--- src/rtl/mem_stage_pkg.sv ---
// Shared definitions for the memory stage: load/store opcodes, reset values
// and the access state encoding.
package mem_stage_pkg;

   localparam logic [7:0] EXE_LB_OP  = 8'b1110_0000;
   localparam logic [7:0] EXE_LBU_OP = 8'b1110_0100;
   localparam logic [7:0] EXE_LH_OP  = 8'b1110_0001;
   localparam logic [7:0] EXE_LHU_OP = 8'b1110_0101;
   localparam logic [7:0] EXE_LW_OP  = 8'b1110_0011;
   localparam logic [7:0] EXE_SB_OP  = 8'b1110_1000;
   localparam logic [7:0] EXE_SH_OP  = 8'b1110_1001;
   localparam logic [7:0] EXE_SW_OP  = 8'b1110_1011;

   localparam logic [4:0]  NOPRegAddr = 5'b00000;
   localparam logic [31:0] ZeroWord   = 32'h0000_0000;

   typedef enum logic [1:0] {
      MEM_IDLE = 2'd0,
      MEM_BUSY = 2'd1,
      MEM_DONE = 2'd2
   } mem_state_e;

endpackage

--- src/rtl/mem_align.sv ---
// Combinational byte-lane logic: byte enables, lane-replicated store data,
// misalignment detection and load data extraction with sign/zero extension.
module mem_align
   import mem_stage_pkg::*;
(
   input  logic [7:0]  aluop,
   input  logic [1:0]  addr_lo,
   input  logic [31:0] reg2,
   input  logic [31:0] rdata,
   output logic        is_load,
   output logic        is_store,
   output logic        misalign,
   output logic [3:0]  be,
   output logic [31:0] wdata,
   output logic [31:0] ldata
);

   logic [7:0]  rd_byte;
   logic [15:0] rd_half;

   assign rd_byte = rdata[{addr_lo, 3'b000} +: 8];
   assign rd_half = rdata[{addr_lo[1], 4'b0000} +: 16];

   always_comb begin
      is_load  = 1'b0;
      is_store = 1'b0;
      misalign = 1'b0;
      be       = 4'b0000;
      wdata    = ZeroWord;
      ldata    = ZeroWord;
      case (aluop)
         EXE_LB_OP, EXE_LBU_OP, EXE_SB_OP: begin
            be    = 4'b0001 << addr_lo;
            wdata = {4{reg2[7:0]}};
         end
         EXE_LH_OP, EXE_LHU_OP, EXE_SH_OP: begin
            be       = addr_lo[1] ? 4'b1100 : 4'b0011;
            wdata    = {2{reg2[15:0]}};
            misalign = addr_lo[0];
         end
         EXE_LW_OP, EXE_SW_OP: begin
            be       = 4'b1111;
            wdata    = reg2;
            misalign = |addr_lo;
         end
         default: ;
      endcase
      case (aluop)
         EXE_LB_OP:  begin is_load = 1'b1; ldata = {{24{rd_byte[7]}}, rd_byte};  end
         EXE_LBU_OP: begin is_load = 1'b1; ldata = {24'h000000, rd_byte};       end
         EXE_LH_OP:  begin is_load = 1'b1; ldata = {{16{rd_half[15]}}, rd_half}; end
         EXE_LHU_OP: begin is_load = 1'b1; ldata = {16'h0000, rd_half};         end
         EXE_LW_OP:  begin is_load = 1'b1; ldata = rdata;                       end
         EXE_SB_OP, EXE_SH_OP, EXE_SW_OP: is_store = 1'b1;
         default: ;
      endcase
   end

endmodule

--- src/rtl/mem_stage.sv ---
// Pipeline memory stage: passes non-memory ops through and runs a stalled
// request/acknowledge bus transaction with timeout for loads and stores.
//
//   state    | meaning
//   MEM_IDLE | pass-through; launches aligned accesses, flags misaligned ones
//   MEM_BUSY | request held on the bus, waiting for ack or timeout
//   MEM_DONE | stall released, load result (or nothing) written back
module mem_stage
   import mem_stage_pkg::*;
#(
   parameter int TIMEOUT = 16,
   parameter int CNT_W   = 5
) (
   input  logic        clk,
   input  logic        rst,
   input  logic [4:0]  mem_wd,
   input  logic        mem_wreg,
   input  logic [31:0] mem_wdata,
   input  logic [7:0]  mem_aluop,
   input  logic [31:0] mem_addr,
   input  logic [31:0] mem_reg2,
   output logic [4:0]  wb_wd,
   output logic        wb_wreg,
   output logic [31:0] wb_wdata,
   output logic        stallreq,
   output logic        dbus_req,
   output logic        dbus_we,
   output logic [31:0] dbus_addr,
   output logic [3:0]  dbus_be,
   output logic [31:0] dbus_wdata,
   input  logic        dbus_ack,
   input  logic [31:0] dbus_rdata,
   output logic        excpt_misalign,
   output logic        excpt_buserr
);

   mem_state_e        state, state_nxt;
   logic [CNT_W-1:0]  cnt;
   logic [31:0]       rdata_q;
   logic              tmo_q;

   logic              is_load, is_store, misalign;
   logic [3:0]        lane_be;
   logic [31:0]       lane_wdata, ldata;
   logic              timeout_hit;

   mem_align u_align (
      .aluop    (mem_aluop),
      .addr_lo  (mem_addr[1:0]),
      .reg2     (mem_reg2),
      .rdata    (dbus_rdata),
      .is_load  (is_load),
      .is_store (is_store),
      .misalign (misalign),
      .be       (lane_be),
      .wdata    (lane_wdata),
      .ldata    (ldata)
   );

   // The launch cycle in IDLE also carries the request, so the bus sees
   // TIMEOUT request cycles when BUSY gives up at count TIMEOUT-2.
   assign timeout_hit = (cnt == CNT_W'(TIMEOUT - 2));

   always_ff @(posedge clk or posedge rst) begin
      if (rst) state <= MEM_IDLE;
      else     state <= state_nxt;
   end

   always_ff @(posedge clk or posedge rst) begin
      if (rst) begin
         cnt     <= '0;
         rdata_q <= ZeroWord;
         tmo_q   <= 1'b0;
      end else begin
         case (state)
            MEM_IDLE: cnt <= '0;
            MEM_BUSY: begin
               cnt   <= cnt + CNT_W'(1);
               tmo_q <= ~dbus_ack;
               if (dbus_ack) rdata_q <= ldata;
            end
            default: ;
         endcase
      end
   end

   always_comb begin
      state_nxt      = state;
      wb_wd          = mem_wd;
      wb_wreg        = 1'b0;
      wb_wdata       = mem_wdata;
      stallreq       = 1'b0;
      dbus_req       = 1'b0;
      excpt_misalign = 1'b0;
      excpt_buserr   = 1'b0;
      if (rst) begin
         wb_wd    = NOPRegAddr;
         wb_wdata = ZeroWord;
      end else begin
         case (state)
            MEM_IDLE: begin
               if (!(is_load || is_store)) begin
                  wb_wreg = mem_wreg;
               end else if (misalign) begin
                  excpt_misalign = 1'b1;
               end else begin
                  stallreq  = 1'b1;
                  dbus_req  = 1'b1;
                  state_nxt = MEM_BUSY;
               end
            end
            MEM_BUSY: begin
               stallreq = 1'b1;
               dbus_req = 1'b1;
               if (dbus_ack || timeout_hit) state_nxt = MEM_DONE;
            end
            MEM_DONE: begin
               wb_wreg      = is_load & mem_wreg & ~tmo_q;
               wb_wdata     = rdata_q;
               excpt_buserr = tmo_q;
               state_nxt    = MEM_IDLE;
            end
            default: state_nxt = MEM_IDLE;
         endcase
      end
   end

   assign dbus_we    = dbus_req & is_store;
   assign dbus_addr  = dbus_req ? {mem_addr[31:2], 2'b00} : ZeroWord;
   assign dbus_be    = dbus_req ? lane_be : 4'b0000;
   assign dbus_wdata = dbus_req ? lane_wdata : ZeroWord;

endmodule
--- config.mk ---
export PLATFORM = sky130hd
export DESIGN_NAME = mem_stage
export DESIGN_NICKNAME = d
export VERILOG_FILES = /design/src/rtl/mem_stage_pkg.sv /design/src/rtl/mem_align.sv /design/src/rtl/mem_stage.sv
export SDC_FILE = /design/constraint.sdc
export NUM_CORES = 1
export LEC_CHECK = 0
export BUFFER_PORTS_ARGS = -buffer_cell sky130_fd_sc_hd__clkbuf_2
export CORE_AREA = 2 2 98 100
export DETAILED_ROUTE_END_ITERATION = 12
export DIE_AREA = 0 0 100 102
export GPL_ROUTABILITY_DRIVEN = 0
export PLACE_DENSITY = 0.8
export SYNTH_ARGS = -nofsm -noshare
export SYNTH_HDL_FRONTEND = slang
export SYNTH_SLANG_ARGS = --single-unit
--- constraint.sdc ---
create_clock -name clk -period 5.1 [get_ports clk]
set_input_delay 1.53 -clock clk [delete_from_list [all_inputs] [get_ports clk]]
set_output_delay 1.53 -clock clk [all_outputs]
set_load 0.1 [all_outputs]
==> results of run 1 <==
==> state kept, by name, indices dropped and copies added, names as in the netlist <==
signal / cells
rdata_q: 32
cnt: 5
state: 2
tmo_q: 1
==> layer usage <==
layer	track usage [%]	routed length, µm	up-vias
met4	13.2	784	0
met2	56.8	8420	354
met3	7.46	1720	71
li1	-	-	2383
met5	0	0	-
met1	33.7	5440	2399
==> cells by family after synthesis <==
family,Yosys count
AND/OR/NAND/NOR,241
AO/OA/AOI/OAI,145
buffers and inverters,93
flip-flops,40
multiplexers,27
adder cells (fa/ha/maj),2
other,1
==> worst register-to-register path, cell delays in order, from the launching register on <==
cell and delay (ps):
dfrtp_1 660, nand3b_4 420, or3_1 590, or4_1 860
nand2_1 170
==> power by group <==
part | leakage, nW | switching, W | internal, W
Combinational | 2.56 | 0.000308 | 0.000122
Clock | 0.0548 | 0.000123 | 0.000148
Sequential | 0.556 | 0.00000567 | 0.000321
Total | 3.17 | 0.000437 | 0.000591
==> worst max path at each step <==
stage | startpoint | end | slack, ps | cells past startpoint
after floorplan | mem_addr[0] | dbus_wdata[11] | -310 | 7
after global placement | mem_aluop[4] | dbus_wdata[23] | 130 | 7
after detailed placement | mem_aluop[4] | dbus_wdata[28] | 70 | 7
after CTS | mem_aluop[4] | dbus_wdata[28] | 30 | 7
after global routing | mem_aluop[2] | dbus_wdata[28] | 90 | 7
final | mem_aluop[2] | dbus_wdata[28] | 180 | 7
==> cell usage in the layout (no fill, tap or decap), types with 6 or more instances in the layout <==
| cell type | instances |
|---|---|
| a21oi_1 | 48 |
| a22o_1 | 6 |
| a22oi_1 | 41 |
| and2_1 | 8 |
| and3_1 | 6 |
| buf_12 | 74 |
| buf_4 | 20 |
| clkbuf_2 | 181 |
| dfrtp_1 | 40 |
| inv_1 | 35 |
| mux2_2 | 14 |
| mux2i_1 | 10 |
| nand2_1 | 114 |
| nand2b_1 | 6 |
| nor2_1 | 7 |
| nor2b_1 | 7 |
| nor3_1 | 9 |
| nor3_2 | 43 |
| nor3_4 | 6 |
| o21ai_0 | 21 |
==> through the flow <==
step                instances  setup WS, ps
floorplan                 550          -310
global placement          879           129
detailed placement        879          70.9
CTS                       887          28.5
global route              888          85.9
finish                    888           179
==> area by class of cell <==
cell class | count | area, µm² | share of cell area [%]
clock inverters | 3 | 46.3 | 0.674
inverters | 37 | 143 | 2.08
clock buffers | 5 | 68.8 | 1.00
flip-flops and latches | 40 | 1000 | 14.6
multi-input cells | 417 | 2930 | 42.7
repair buffers | 275 | 2540 | 37.0
well taps | 111 | 139 | 2.02
==> what timing repair did <==
item                                    in CTS  in global routing
hold endpoints to repair                     0                  0
hold buffers                                 0                  0
endpoints found under the setup margin       0                 59
resized for setup                            0                  1
setup buffers                                0                  1
==> qor.yml, run 1 <==
run_status:
  outcome: "finished, final reports clean"
detailed_routing:
  vias: 5207
  avgRoutedWirePerCell_um: 18.4
  route.detailed.drc: 0
  ant_nets: 0
  first_iter_violations: 381
  drt-total-wl_um: 16400
  drtPass1Iterations: 5
  viasPerCell: 5.86
die:
  core_um2: 9110
  start_util_pct: 42.0
  die_h_um: 102
  die_w_um: 100
  die_area_um2: 10200
  fp-row-count: 35
  ioPinCount: 256
setup_path:
  r2r-end: "rdata_q[20]$_DFFE_PP0P_"
  cp.arrival_ps: 3390
  cp_slowest_cell: "or3_4"
  cp_data_required_time_ps: 3570
  cp_max_fo: 20
  startpoint_type: "input port"
  critPathTopFamily: "simple AND/OR/NAND/NOR gates"
  crit_type: "in -> out"
  cp_slowest_stage_delay_ps: 470
  reg2reg_setup_slack_ps: 2330
  reg2reg_from: "state[0]$_DFFE_PP0P_"
  reg2reg_depth: 4
  path_cells: "clkbuf_2 -> nand3b_1 -> nor4_2 -> or3_4 -> buf_4 -> nor3_2 -> buf_12"
  endpoint_kind: "output port"
  cp_num_buf_inv: 3
placement:
  numPortBuffers: 253
  post-dp-hpwl_um: 13000
  dpl_cell_area_um2: 6740
global_routing:
  grt_pass1_wl_um: 24900
  first_global_vias: 5106
  grt_overflow: 0
  grtUsageTotal_pct: 30.7
  antenna_found_initial: 0
  grt_max_degree: 45
hold_path:
  hp-class: "reg -> reg"
  hold_end: "rdata_q[12]$_DFFE_PP0P_"
  hold_path_startpoint: "rdata_q[12]$_DFFE_PP0P_"
  hold_depth: 2
timing:
  fin_crit_sh_pct: 96.5
  max-slew-margin-rel_pct: 56.8
  worst_pin_slew_ps: 646
  fmax_mhz: 203
  rsz0062_at_grt: "false"
  drv_slew: 0
  hold_viol: 0
  min_period_ps: 4920
  tns_ps: 0
  hold_ws_ps: 487
  finalSetupViolations: 0
  fin_skew_ps: 9.27
finish:
  utilization_pct: 75.4
  antenna_cells: 0
  layout-drive-gt1-share_pct: 48.0
  nets: 923
  n_fill_cell: 586
  fin_area_um2: 6870
  syn2layout_area_growth_pct: 79.4
logic_synthesis:
  yosys_warnings: 0
  synth_compound_area_share_pct: 24.5
  yosysMostFrequentCell: "nand2_1"
  synth-simple-area-share_pct: 30.3
  ys_seq_area_share_pct: 26.2
  synth-edff-count: 0
  synthArstFlopShare_pct: 100
  synth_area_leaders: "dfrtp_1 26%, nand2_1 11%, a22oi_1 8.0%"
  syn_inst: 549
  synth-xor-area-share_pct: 0
  synth_common_cells: "114 x nand2_1, 58 x nor3_1, 49 x a21oi_1"
  synth_top_family_by_area: "simple AND/OR/NAND/NOR gates"
  syn_area_per_cell_um2: 6.97
  synth_top_cell_by_area: "dfrtp_1"
  ys_ff_latch: 40
  synth.cell_area_um2: 3830
  synth_ff_type: "dfrtp_1"
  synthAdderAreaFrac_pct: 0.654
  post_synth_num_cell_types: 46
  synth_top_area_share_pct: 26.2
  synth.area.mux_share_pct: 8.50
clocking:
  root_buffer: "clkbuf_8"
  cts_inserted_buffers: 5
  clockBufferDepth: 2
  cts_tree: "built"
  insertion_delay_ps: 300
  cts.sinks: 40
  clk_pin_slew_worst_paths_ps: 70
  htree_levels: 2
power_and_ir_drop:
  p_per_area_nw_per_um2: 150
  power_w: 0.00103
  vdd_drop_max_uv: 122
  power_leakage_nw: 3.17
job:
  maxCapViolCount: 0
Power figures use the tool's default switching activity.
==> run 2: changes to the inputs <==
--- a/config.mk
+++ b/config.mk
@@ -6,11 +6,11 @@
 export NUM_CORES = 1
 export LEC_CHECK = 0
 export BUFFER_PORTS_ARGS = -buffer_cell sky130_fd_sc_hd__clkbuf_2
-export CORE_AREA = 2 2 98 100
+export CORE_MARGIN = 2
+export CORE_UTILIZATION = 43
 export DETAILED_ROUTE_END_ITERATION = 12
-export DIE_AREA = 0 0 100 102
 export GPL_ROUTABILITY_DRIVEN = 0
-export PLACE_DENSITY = 0.8
+export PLACE_DENSITY = 0.82
 export SYNTH_ARGS = -nofsm -noshare
 export SYNTH_HDL_FRONTEND = slang
 export SYNTH_SLANG_ARGS = --single-unit
==> run 2 against run 1 <==
Clock-buffer cell count stayed put. Fmax decreased by 2.4%. Power rose by 0.75%. Worst setup slack lost 120 ps. First-iteration DRC count rose by 29%. Register-to-register slack lost 60 ps. Final cell count fell by 0.34%. Largest cell class unchanged. Largest power group unchanged.
==> qor.yml, run 2 (synthesis results as in run 1) <==
setup_path:
  path_cells: "clkbuf_2 -> nand4b_1 -> nor2_1 -> o31ai_4 -> buf_4 -> nor3_2 -> buf_12"
  crit_type: "in -> out"
  endpoint_kind: "output port"
  cp.arrival_ps: 3510  # +120 ps
  cp_max_fo: 11  # -45%
  reg2reg_depth: 4  # unchanged
  startpoint_type: "input port"
  cp_slowest_cell: "o31ai_4"
  cp_slowest_stage_delay_ps: 690  # +220 ps
  cp_data_required_time_ps: 3570  # about the same
timing:
  drv_slew: 0  # unchanged
  max-slew-margin-rel_pct: 45.0  # -12 points
  worst_pin_slew_ps: 825  # +179 ps
  fmax_mhz: 198  # -2.4%
  setup_ws_ps: 58.5  # -121 ps
  finalSetupViolations: 0  # unchanged
  tns_ps: 0  # unchanged
  rsz0062_at_grt: "false"
  fin_crit_sh_pct: 98.9  # +2.4 points
  hold_viol: 0  # unchanged
  min_period_ps: 5040  # +121 ps
  fin_skew_ps: 7.31  # -1.96 ps
finish:
  layout-drive-gt1-share_pct: 47.9  # -0.067 points
  utilization_pct: 79.2  # +3.8 points
  top_regs: "rdata_q: 32 flops, cnt: 5 flops, state: 2 flops"
  top_register: "rdata_q"
  syn2layout_area_growth_pct: 79.5  # about the same
  nets: 922  # -0.11%
  fin_area_um2: 6870  # about the same
  largest_reg_flops: 32  # unchanged
  final_cell_mix: "181 x clkbuf_2, 114 x nand2_1, 75 x buf_12"
  final_common_cell: "clkbuf_2"
power_and_ir_drop:
  share_comb_of_total_power_pct: 41.9  # about the same
  seqPwrFrac_pct: 31.6  # -0.2 points
  vdd_drop_max_uv: 97.1  # -20%
  p_per_area_nw_per_um2: 151  # +0.70%
  internal_power_w: 0.000592  # +0.20%
  switching_share_pct: 42.8  # +0.32 points
  p_switching_w: 0.000443  # +1.5%
  power_leakage_nw: 3.17  # about the same
  power_frac_clock_pct: 26.5  # +0.2 points
clocking:
  cts_inserted_buffers: 5  # unchanged
  cts_tree: "built"
  cts_setup_buffers: 0  # unchanged
  clockBufferDepth: 2  # unchanged
  insertion_delay_ps: 310  # about the same
  cts.sinks: 40  # unchanged
  clk_pin_slew_worst_paths_ps: 80  # about the same
  root_buffer: "clkbuf_8"
  htree_levels: 2  # unchanged
placement:
  dp_slack_ps: 11.1  # -59.8 ps
  numPortBuffers: 253  # unchanged
  post-dp-hpwl_um: 13200  # +1.3%
  dpl_cell_area_um2: 6750  # +0.13%
detailed_routing:
  vias: 5236  # +0.56%
  ant_nets: 0  # unchanged
  drt-total-wl_um: 16800  # +2.7%
  avgRoutedWirePerCell_um: 19.0  # +3.0%
  drtPass1Iterations: 7  # +2
  viasPerCell: 5.92  # +0.90%
  first_iter_violations: 492  # +29%
  route.detailed.drc: 0  # unchanged
global_routing:
  first_global_vias: 5124  # +0.35%
  grt_use_met1_pct: 36.5  # +2.9 points
  grt_overflow: 0  # unchanged
  globalRouteMet3Util_pct: 8.23  # +0.78 points
  grtUsageTotal_pct: 33.5  # +2.8 points
  antenna_found_initial: 1  # +1
  grt_max_degree: 44  # -2.2%
  use_met2_pct: 60.3  # +3.5 points
  grt_pass1_wl_um: 25900  # +3.9%
  grt.busiest_layer: "met2"
hold_path:
  hp-class: "reg -> reg"
  hold_depth: 2  # unchanged
die:
  fp-row-count: 34  # -2.9%
  die_area_um2: 9670  # -5.2%
  core_um2: 8680  # -4.7%
  start_util_pct: 44.1  # +2.1 points
  die_h_um: 98.3  # -3.6%
  die_w_um: 98.3  # -1.7%
  ioPinCount: 256  # unchanged
job:
  maxCapViolCount: 0  # unchanged
run_status:
  outcome: "finished, final reports clean"
## run 2: cell count changes in the layout (fill, tap and decap cells not counted), sizes merged
cell / delta
diode: +1
buf: -1
## run 2: final timing paths
check,startpoint,endpoint,slack [ps]
setup / recovery,mem_aluop[7],dbus_wdata[22],60
hold / removal,rdata_q[9]$_DFFE_PP0P_,rdata_q[9]$_DFFE_PP0P_,480
setup reg to reg,state[0]$_DFFE_PP0P_,rdata_q[28]$_DFFE_PP0P_,2270
hold reg to reg,rdata_q[9]$_DFFE_PP0P_,rdata_q[9]$_DFFE_PP0P_,480
max in group asynchronous,rst,rdata_q[10]$_DFFE_PP0P_,3030
min in group asynchronous,rst,rdata_q[15]$_DFFE_PP0P_,1720
## run 2: power by group through the flow
| stage | sequential [W] | clock, W | combinational (W) |
|---|---|---|---|
| detailed placement | 0.000333 | 0 | 0.000430 |
| CTS | 0.000326 | 0.000276 | 0.000431 |
| global route | 0.000328 | 0.000289 | 0.000454 |
| global placement | 0.000332 | 0 | 0.000420 |
| floorplan | 0.000330 | 0 | 0.000299 |
| finish | 0.000327 | 0.000275 | 0.000434 |
## run 2: area by class of cell
| type | instances | area, µm² |
|---|---|---|
| diodes | 1 | 2.50 |
| well taps | 108 | 135 |
| inverters | 37 | 143 |
| fillers | 559 | 1810 |
| repair buffers | 274 | 2540 |
| clock inverters | 3 | 46.3 |
| flip-flops and latches | 40 | 1000 |
| clock buffers | 5 | 68.8 |
| multi-input cells | 417 | 2930 |
## run 2: worst max-delay path, delay by kind of cell
kind | cells | cell delay [ps]
AND/OR/NAND/NOR | 3 | 580
buffers and inverters | 3 | 690
AO/OA/AOI/OAI | 1 | 690
## run 2: repair_timing
item,in CTS,in global routing
hold buffers,0,0
endpoints found under the setup margin,0,42
resized for setup,0,1
hold endpoints to repair,0,0
## run 2: routing by layer
layer / part of all wire, % / wire length [µm]
met5: 0 / 0
met4: 5.1 / 854
met3: 9.5 / 1590
met2: 52 / 8700
met1: 34 / 5660
## run 2: stage by stage
step / hold WS [ps] / cells / total power, W
2_1_floorplan: 445 / 550 / 0.000629
3_3_place_gp: 463 / 876 / 0.000752
3_5_place_dp: 470 / 876 / 0.000762
4_1_cts: 489 / 884 / 0.00103
5_1_grt: 506 / 885 / 0.00107
6_report: 483 / 885 / 0.00104
